File: config.mk
export PLATFORM = sky130hd
export DESIGN_NAME = maxpool_2x2
export DESIGN_NICKNAME = d
export VERILOG_FILES = /design/src/rtl/maxpool_2x2.sv
export SDC_FILE = /design/constraint.sdc
export NUM_CORES = 1
export LEC_CHECK = 0
export ABC_AREA = 1
export CAP_MARGIN = 0
export CORE_MARGIN = 2
export CORE_UTILIZATION = 40
export DETAILED_ROUTE_END_ITERATION = 16
export PLACE_DENSITY = 0.61
export SETUP_SLACK_MARGIN = 0.02
export SLEW_MARGIN = 10
export SYNTH_ARGS = -nofsm -noshare
export SYNTH_HDL_FRONTEND = slang
export SYNTH_SLANG_ARGS = --single-unit
File: constraint.sdc
create_clock -name i_clk -period 4.4 [get_ports i_clk]
set_input_delay 0.88 -clock i_clk [delete_from_list [all_inputs] [get_ports i_clk]]
set_output_delay 0.88 -clock i_clk [all_outputs]
set_load 0.1 [all_outputs]
File: src/rtl/maxpool_2x2.sv
// 2x2 stride-2 signed max pooling over a raster-order pixel stream.
// Ports: i_clk, i_rst_n (async low), i_clear, i_valid/i_data in; o_valid/o_data/o_frame_done out.
module maxpool_2x2 #(
    parameter int I_W     = 16,
    parameter int IN_COLS = 28,
    parameter int IN_ROWS = 28
) (
    input  logic                  i_clk,
    input  logic                  i_rst_n,
    input  logic                  i_clear,
    input  logic                  i_valid,
    input  logic signed [I_W-1:0] i_data,
    output logic                  o_valid,
    output logic signed [I_W-1:0] o_data,
    output logic                  o_frame_done
);

    localparam int OC = IN_COLS / 2;
    localparam int CW = $clog2(IN_COLS);
    localparam int RW = $clog2(IN_ROWS);
    localparam int LW = (OC > 1) ? $clog2(OC) : 1;
    localparam logic [CW-1:0] COL_LAST = CW'(IN_COLS - 1);
    localparam logic [RW-1:0] ROW_LAST = RW'(IN_ROWS - 1);

    logic [CW-1:0]         col_q, col_d;
    logic [RW-1:0]         row_q, row_d;
    logic signed [I_W-1:0] hreg_q, hreg_d;
    logic                  valid_q, valid_d;
    logic signed [I_W-1:0] data_q, data_d;
    logic                  done_q, done_d;

    // Pair maxima of the even row, one per output column.
    logic signed [I_W-1:0] lbuf_q [OC];

    logic [LW-1:0]         lb_idx;
    logic                  lb_we;
    logic signed [I_W-1:0] lb_rd;
    logic signed [I_W-1:0] pair_max;
    logic signed [I_W-1:0] pool_max;

    always_comb begin
        lb_idx   = LW'(col_q >> 1);
        lb_rd    = lbuf_q[lb_idx];
        pair_max = (i_data > hreg_q) ? i_data : hreg_q;
        pool_max = (lb_rd > pair_max) ? lb_rd : pair_max;

        col_d   = col_q;
        row_d   = row_q;
        hreg_d  = hreg_q;
        valid_d = 1'b0;
        data_d  = data_q;
        done_d  = 1'b0;
        lb_we   = 1'b0;

        // Clear takes priority and discards any pixel offered with it.
        if (i_clear) begin
            col_d  = '0;
            row_d  = '0;
            hreg_d = '0;
        end else if (i_valid) begin
            if (!col_q[0]) begin
                hreg_d = i_data;
            end else if (!row_q[0]) begin
                lb_we = 1'b1;
            end else begin
                valid_d = 1'b1;
                data_d  = pool_max;
                done_d  = (row_q == ROW_LAST) && (col_q == COL_LAST);
            end

            if (col_q == COL_LAST) begin
                col_d = '0;
                row_d = (row_q == ROW_LAST) ? '0 : row_q + RW'(1);
            end else begin
                col_d = col_q + CW'(1);
            end
        end
    end

    always_ff @(posedge i_clk or negedge i_rst_n) begin
        if (!i_rst_n) begin
            col_q   <= '0;
            row_q   <= '0;
            hreg_q  <= '0;
            valid_q <= 1'b0;
            data_q  <= '0;
            done_q  <= 1'b0;
        end else begin
            col_q   <= col_d;
            row_q   <= row_d;
            hreg_q  <= hreg_d;
            valid_q <= valid_d;
            data_q  <= data_d;
            done_q  <= done_d;
        end
    end

    // Every entry is rewritten on an even row before it is read.
    always_ff @(posedge i_clk) begin
        if (lb_we) begin
            lbuf_q[lb_idx] <= pair_max;
        end
    end

    assign o_valid      = valid_q;
    assign o_data       = data_q;
    assign o_frame_done = done_q;

endmodule

# After elaboration in Yosys (flattened, before gate mapping)
# Memory sizes are Yosys's and may differ from the RTL's.
# Cells that the tools add are included.
[totals] mem_bits_rw=224 regBits=44 input_bits=20 output_inout_bits=18 mem_count=1
[mem_list] memory="lbuf_q" depth=14 word_bits=16 read_ports=1 rd_ports_with_merged_regs=0 wr=1 line_no="33" text="logic signed [I_W-1:0] lbuf_q [OC];"
[op_classes] bitwise=1 n_eq_ne=3 n_reduce_logical=6 add_sub_neg=2 n_lt_le_gt_ge=2 n_mux=26
[ops] cell="$mux 16" count=5
[ops] cell="$mux 5" count=7
[ops] cell="$gt 16x16->1" count=2
[ops] cell="$mux 1" count=14
[ops] cell="$add 5x1->5 const B" count=2
[ops] cell="$eq 5x5->1 const B" count=2
[ops] cell="$reduce_and 2->1" count=2
[ops] cell="$reduce_and 4->1" count=1
[ops] cell="$reduce_bool 2->1" count=2
[ops] cell="$ne 2x2->1 const B" count=1
[ops] cell="$logic_and 1x1->1" count=1
[ops] cell="$not 1->1" count=1

# Logic depth before layout (Yosys ltp)
# Gate-level depths: netlist of the first run.
[depth] depth_word=6 depth_mapped=32 mapped_depth_nobuf=31

# Worst setup path after synthesis of the first run
# Ideal clock, no wire load.
[synth_path] path_type="input to register" start="in i_data[15]" end="reg data_q[10], in the netlist o_data[10]" stages=23 arrival_ns=3.759 slack_ns=0.521 setup_ns=0.120 path_cell_list="ha_1 a21oi_1 o21ai_1 a21oi_2 nand3_2 nand3_4 buf_12 nand2_4 nand2_1 inv_1 ha_1 nand2_1 inv_1 nand3_2 nor3b_2 nand2_1 nand2_1 nand2_2 nand3_4 buf_4 nand3_1 nand2_1 nand2_1"
[synth_via] elab_chain_len=4
[synth_lines] element="start: declaration" line_no="12" text="input logic signed [I_W-1:0] i_data,"
[synth_lines] element="$gt 16x16->1" line_no="44" text="pair_max = (i_data > hreg_q) ? i_data : hreg_q;"
[synth_lines] element="$mux 16 *" line_no="44"
[synth_lines] element="via pair_max[15]" line_no="38" text="logic signed [I_W-1:0] pair_max;"
[synth_lines] element="$gt 16x16->1 *" line_no="45" text="pool_max = (lb_rd > pair_max) ? lb_rd : pair_max;"
[synth_lines] element="$mux 16 *" line_no="45"
[synth_lines] element="end signal: assignment" line_no="93" text="data_q <= data_d;"
[synth_lines] element="end: declaration" line_no="29" text="logic signed [I_W-1:0] data_q, data_d;"
# Mark *: on every way through the listed nets, which the timed path passes. The rest lies on a longest branch.
# A chain may end at the register's enable or synchronous reset.

# Final worst setup path of the first run
[layout_path] start="in i_data[11]" end="reg data_q[14], in the netlist o_data[14]"
[layout_via] elab_chain_len=4
[layout_lines] element="$gt 16x16->1" line_no="44"
[layout_lines] element="$mux 16" line_no="44"
[layout_lines] element="via pair_max[13]" line_no="38"
[layout_lines] element="$gt 16x16->1" line_no="45"
[layout_lines] element="$mux 16" line_no="45"
# The timed path passes the listed nets, and every way through them passes these cells.

==> results.cfg, run 1 <==
[setup_path]
cp_cell_sequence = clkdlybuf4s50_1, ha_1, nand4_1, nor3_4, nand2_1, nand3_2, buf_4, nand4_1, nand2_1, inv_1, ha_1, nand2_1, inv_1, nor2_1, o21bai_1, nor2_1, nand2_1, nand2_2, buf_4, nand4_1, nand2_1, inv_2, nand2_1, nand2_1
worstSetupPathType = in -> reg
cp_max_fo = 16
start_kind = primary input
max_stage_delay_ns = 0.47
required_ns = 4.83
cpMostUsedCell = nand2_1
critPathArrivalTime_ns = 4.36
cp_slowest_cell = clkdlybuf4s50_1
end_kind = flip-flop

[die]
die_x_microns = 178
fp.dieH_microns = 178
num_rows = 63
start_util_pct = 40.7
die_area_sq_um = 31800
ioPinCount = 38
coreArea_sq_um = 29800

[placed_design]
port_buffers = 37
place_inst = 1586
gp_congestion = 0.787
place_ws_ns = -0.0773
hpwlAfterDp_mm = 17.9

[finish]
register_area_sq_um = 7830
area_delta_synth_final_pct = 16.3
fillers = 2741
final_cells = 1638
utilization_pct = 47.4
final_common_cell = nand2_1
nets = 1280
multi_input_area_sq_um = 3690
antenna_cells = 0
drive_gt1_share_pct = 11.9
layout_common_cells = nand2_1, edfxtp_1, inv_1

[power_and_ir_drop]
power_density_nw_per_um2 = 550
finalPower_mw = 7.76
vdd_drop_max_mv = 0.438
leakage_nw = 5.75

[synthesis]
synth_cell_types = 41
ys_async_sr_fraction_pct = 16.4
synth_ff_type = edfxtp_1
yosys_warnings = 0
synthTopCellsByArea = edfxtp_1, nand2_1, dfrtp_1, ha_1, nand4_1
synth_area_per_cell_sq_um = 10.6
synth_top_cell_area_share_pct = 55.4
syn_inst = 1148
synth_edf_count = 224
seq_area_frac_synth_pct = 64.5
syn_nets = 1202
syn_area_sq_um = 12100
ys_ff_latch = 268
synth_largest_area_cell = edfxtp_1

[detailed_routing]
drt_wl_total_mm = 28.0
wl_per_cell_microns = 17.1
vias_per_cell = 5.05
drt_first_pass_iters = 4
drcViolationCount = 0
antenna_left = 0
drtIter0Drc = 795
vias = 8274

[clock_network]
htree_num_levels = 1
cts.sinks = 268
postCtsSetupBuffers = 0
numCtsBuffers = 28
cts_tree = yes
root_buffer = clkbuf_16
clk_pin_slew_ns = 0.06
cts_buffer_depth = 3
postCtsResizedCells = 0
holdBufCountCts = 0
clk_latency_ns = 0.56

[sta]
rsz0062_at_grt = false
tns_ns = 0
timing.final.crit_share_pct = 89.2
fmax_mhz = 255
finalMaxSlewViolations = 0
tightest_slew_ns = 1.03
hold_viol_final = 0
setup_slack_ns = 0.477
skew_ns = 0.0258
min_period_ns = 3.92
max_slew_margin_pct = 31.1
setup_violations = 0

[global_route]
grt_pass1_wl_mm = 44.4
grt_max_degree = 50
grt_overflow = 0
gr-usage-all-layers_pct = 18.1
antenna_found_initial = 0
grt_pass1_vias = 8004

[run]
max_cap_viol_count = 0

[min_path]
hp-class = reg -> reg

[status]
status = complete, no violations
-- state kept, by name (all words and copies together), names as in the netlist --
signal        flops
hreg_q           16
o_data           16
o_frame_done      1
lbuf_q          224
col_q             5
o_valid           1
row_q             5
-- cell usage after synthesis, types with 2 or more instances --
library cell    n
ha_1           34
nand3_4         2
buf_4           5
nand2_1       405
buf_6           4
o21ai_1         4
nand3_1        34
nor2_2          2
o21ai_0        42
nand2_4        11
nor3_2          2
o21a_1          2
nor3_1          4
dfrtp_1        44
nor2_1         59
inv_2          14
nand2_2         3
clkbuf_1        6
o211ai_1       10
edfxtp_1      224
nand4_1        66
buf_2          26
or2_2          10
a21oi_1        32
nand3_2         5
inv_1          83
-- metrics by stage --
step | instance area [sq um] | hold slack (ns)
floorplan | 12100 | 0.457
global placement | 13200 | 0.480
detailed placement | 13200 | 0.470
CTS | 14100 | 0.493
global route | 14100 | 0.521
finish | 14100 | 0.486
-- logic make-up (layout without fill, tap and decap cells) --
logic type	count (synthesis)	count (layout)	synth area share, %
and+or+nand+nor	607	607	22.4
DFF	268	268	64.5
buffers and inverters	141	241	5.16
AOI/OAI and AO/OA	97	97	4.42
adders and majority gates	34	34	3.50
xor gates and xnor gates	1	1	0.0722
-- area by class of cell --
class	instances	share of cell area (%)
repair buffers	91	5.90
well taps	390	3.46
multi-input cells	739	26.1
flip-flops and latches	268	55.5
inverters	98	2.61
clock buffers	41	5.52
clock inverters	11	0.922
-- critical path: cells and delay by family --
| kind | cells | cell delay, ns |
|---|---|---|
| AOI/OAI and AO/OA | 1 | 0.06 |
| buffers and inverters | 6 | 0.99 |
| adders and majority gates | 2 | 0.67 |
| and+or+nand+nor | 15 | 1.74 |
-- layer usage --
layer | wire length, microns | track usage, %
met5 | 0 | 0
met3 | 1310 | 2.34
met4 | 538 | 4.37
met2 | 13600 | 30.2
met1 | 12500 | 25.2
-- final timing paths --
check,slack [ns],start,endpoint,cells past startpoint
max in group asynchronous,3.24,i_rst_n,o_data[11],1
worst max-delay path,0.48,i_data[11],o_data[14],24
min in group asynchronous,0.51,i_rst_n,row_q[1],1
worst max register to register,0.83,hreg_q[15],o_data[14],24
worst min register to register,0.49,row_q[4],row_q[4],1
worst min-delay path,0.49,row_q[4],row_q[4],1
-- where the power goes --
| group | switching, mW | internal, mW | total (mW) |
|---|---|---|---|
| registers | 0.107 | 2.99 | 3.10 |
| logic | 1.64 | 0.708 | 2.35 |
| clock network | 0.967 | 1.35 | 2.32 |
| total | 2.71 | 5.05 | 7.76 |
No activity file was read; power rests on OpenSTA's default activity.
==> inputs of run 2 (changes only) <==
Settings changed: PLACE_DENSITY 0.61 to 0.56, SLEW_MARGIN 10 to 20.
==> run 2 against run 1 <==
Register-to-register slack lost 0.05 ns. First-iteration DRC count shrank 21%. Cell count grew 1.2%. Sequential cell count is the same. Count of clock-buffer cells in the layout shrank 9. Clock skew shrank 0.017 ns. Global-route usage grew 1.1 points. Sequential share of layout area shrank 0.82 points. Combinational power grew 3%. Critical path type unchanged. Largest power group unchanged. Highest routed layer unchanged.
==> results.cfg, run 2 (synthesis results as in run 1) <==
[setup_path]
required_ns = 4.83
worstReg2RegStart = hreg_q[13]
end_kind = flip-flop
start_kind = primary input
worstSetupPathType = in -> reg
worstReg2RegEnd = o_data[10]
critPathArrivalTime_ns = 4.37
crit_path_end = o_data[10]
cp_max_fo = 16
reg2reg_depth = 23
crit_start = i_data[13]
r2r_setup_slack_ns = 0.78

[detailed_routing]
vias_per_cell = 5.04
wl_per_cell_microns = 17.9
vias = 8356
drtIter0Drc = 632
drt_first_pass_iters = 5
drt_wl_total_mm = 29.7
drcViolationCount = 0
antenna_left = 0

[finish]
layout_common_cells = nand2_1, edfxtp_1, inv_1
antenna_cells = 0
final_cells = 1658
area_delta_synth_final_pct = 18.0
design_area_sq_um = 14300
final_common_cell = nand2_1
top_register = lbuf_q
drive_gt1_share_pct = 13.3
nets = 1300
fillers = 2715
largest_register_ffs = 224

[global_route]
grt_pass1_wl_mm = 47.2
gr-usage-all-layers_pct = 19.2
grt_max_degree = 45
grt_pass1_vias = 8361
grt_overflow = 0
antenna_found_initial = 0

[sta]
rsz0062_at_grt = false
hold_ws_ns = 0.337
fmax_mhz = 254
timing.final.crit_share_pct = 89.5
skew_ns = 0.00849
tns_ns = 0
max_slew_margin_pct = 34.5
tightest_slew_ns = 0.980
hold_viol_final = 0
min_period_ns = 3.94
setup_violations = 0
finalMaxSlewViolations = 0

[die]
coreArea_sq_um = 29800
num_rows = 63
ioPinCount = 38
fp.dieH_microns = 178
die_area_sq_um = 31800
die_x_microns = 178
start_util_pct = 40.7

[clock_network]
cts.sinks = 268
clk_latency_ns = 0.54
htree_num_levels = 1
holdBufCountCts = 0
postCtsResizedCells = 0
postCtsSetupBuffers = 0
cts_buffer_depth = 3
cts_tree = yes
root_buffer = clkbuf_16
clk_pin_slew_ns = 0.06
numCtsBuffers = 29

[placed_design]
place_inst = 1605
placed_area_sq_um = 13300
port_buffers = 37
gp_congestion = 0.797
hpwlAfterDp_mm = 19.5

[run]
max_cap_viol_count = 0

[status]
status = complete, no violations

[min_path]
hp-class = in -> async

[power_and_ir_drop]
leakage_nw = 5.87
power_density_nw_per_um2 = 561
vdd_drop_max_mv = 0.601
[run 2: cell count changes in the layout (fill, tap and decap cells not counted), sizes merged]
cell,previous run,this run
bufinv,2,6
clkinv,9,13
buf,55,74
clkbuf,41,32
clkinvlp,1,3
[run 2: power breakdown]
group / internal (mW) / leakage [nW] / switching, mW / total, mW
clock: 1.55 / 0.474 / 0.979 / 2.53
sequential: 2.99 / 2.62 / 0.108 / 3.10
combinational: 0.728 / 2.78 / 1.68 / 2.41
total: 5.27 / 5.87 / 2.77 / 8.04
[run 2: metrics by stage]
stage / power (mW) / setup slack [ns] / utilization, %
5_1_grt: 8.44 / 0.126 / 48.1
3_5_place_dp: 5.58 / -0.0842 / 44.8
3_3_place_gp: 5.57 / -0.108 / 44.8
4_1_cts: 8.11 / 0.455 / 48.1
6_report: 8.04 / 0.463 / 48.1
2_1_floorplan: 4.83 / 0.521 / -
[run 2: worst min path at each step]
stage	startpoint	end	slack (ns)	cells past startpoint
after floorplan	row_q[4]	row_q[4]	0.46	1
after global placement	row_q[4]	row_q[4]	0.48	1
after detailed placement	o_data[12]	o_data[12]	0.48	2
after CTS	row_q[4]	row_q[4]	0.49	1
after global routing	i_rst_n	row_q[2]	0.38	1
final	i_rst_n	row_q[2]	0.34	1
[run 2: layer usage]
layer  vias up  routed length, microns  global-route usage, %
li1       4095                       -                      -
met1      4070                   13800                   26.5
met2       142                   14100                   32.5
met3        49                    1080                   2.60
met4         0                     654                   4.44
met5         -                       0                      0
[run 2: worst max-delay path, cell delays in order]
cell,delay [ns]
clkdlybuf4s50_1,0.43
ha_1,0.32
a21oi_1,0.23
o21ai_1,0.10
a21oi_2,0.15
nand2_1,0.12
nand2_4,0.08
buf_4,0.23
nand4_1,0.16
nand2_1,0.14
inv_1,0.05
ha_1,0.29
nand2_1,0.05
inv_1,0.06
nand2_1,0.06
nor3b_2,0.27
nand2_1,0.13
nand2_1,0.08
nand2_2,0.08
nand3_4,0.17
nand3_1,0.14
nand2_1,0.08
nand2_1,0.05
[run 2: layout make-up]
cell class,instances,area (sq um),share of cell area [%]
Sequential cell,268,7830,54.6
Inverter,98,368,2.57
Timing Repair Buffer,110,966,6.74
Clock inverter,21,253,1.76
Tap cell,390,488,3.41
Clock buffer,32,737,5.14
Multi-Input combinational cell,739,3690,25.8
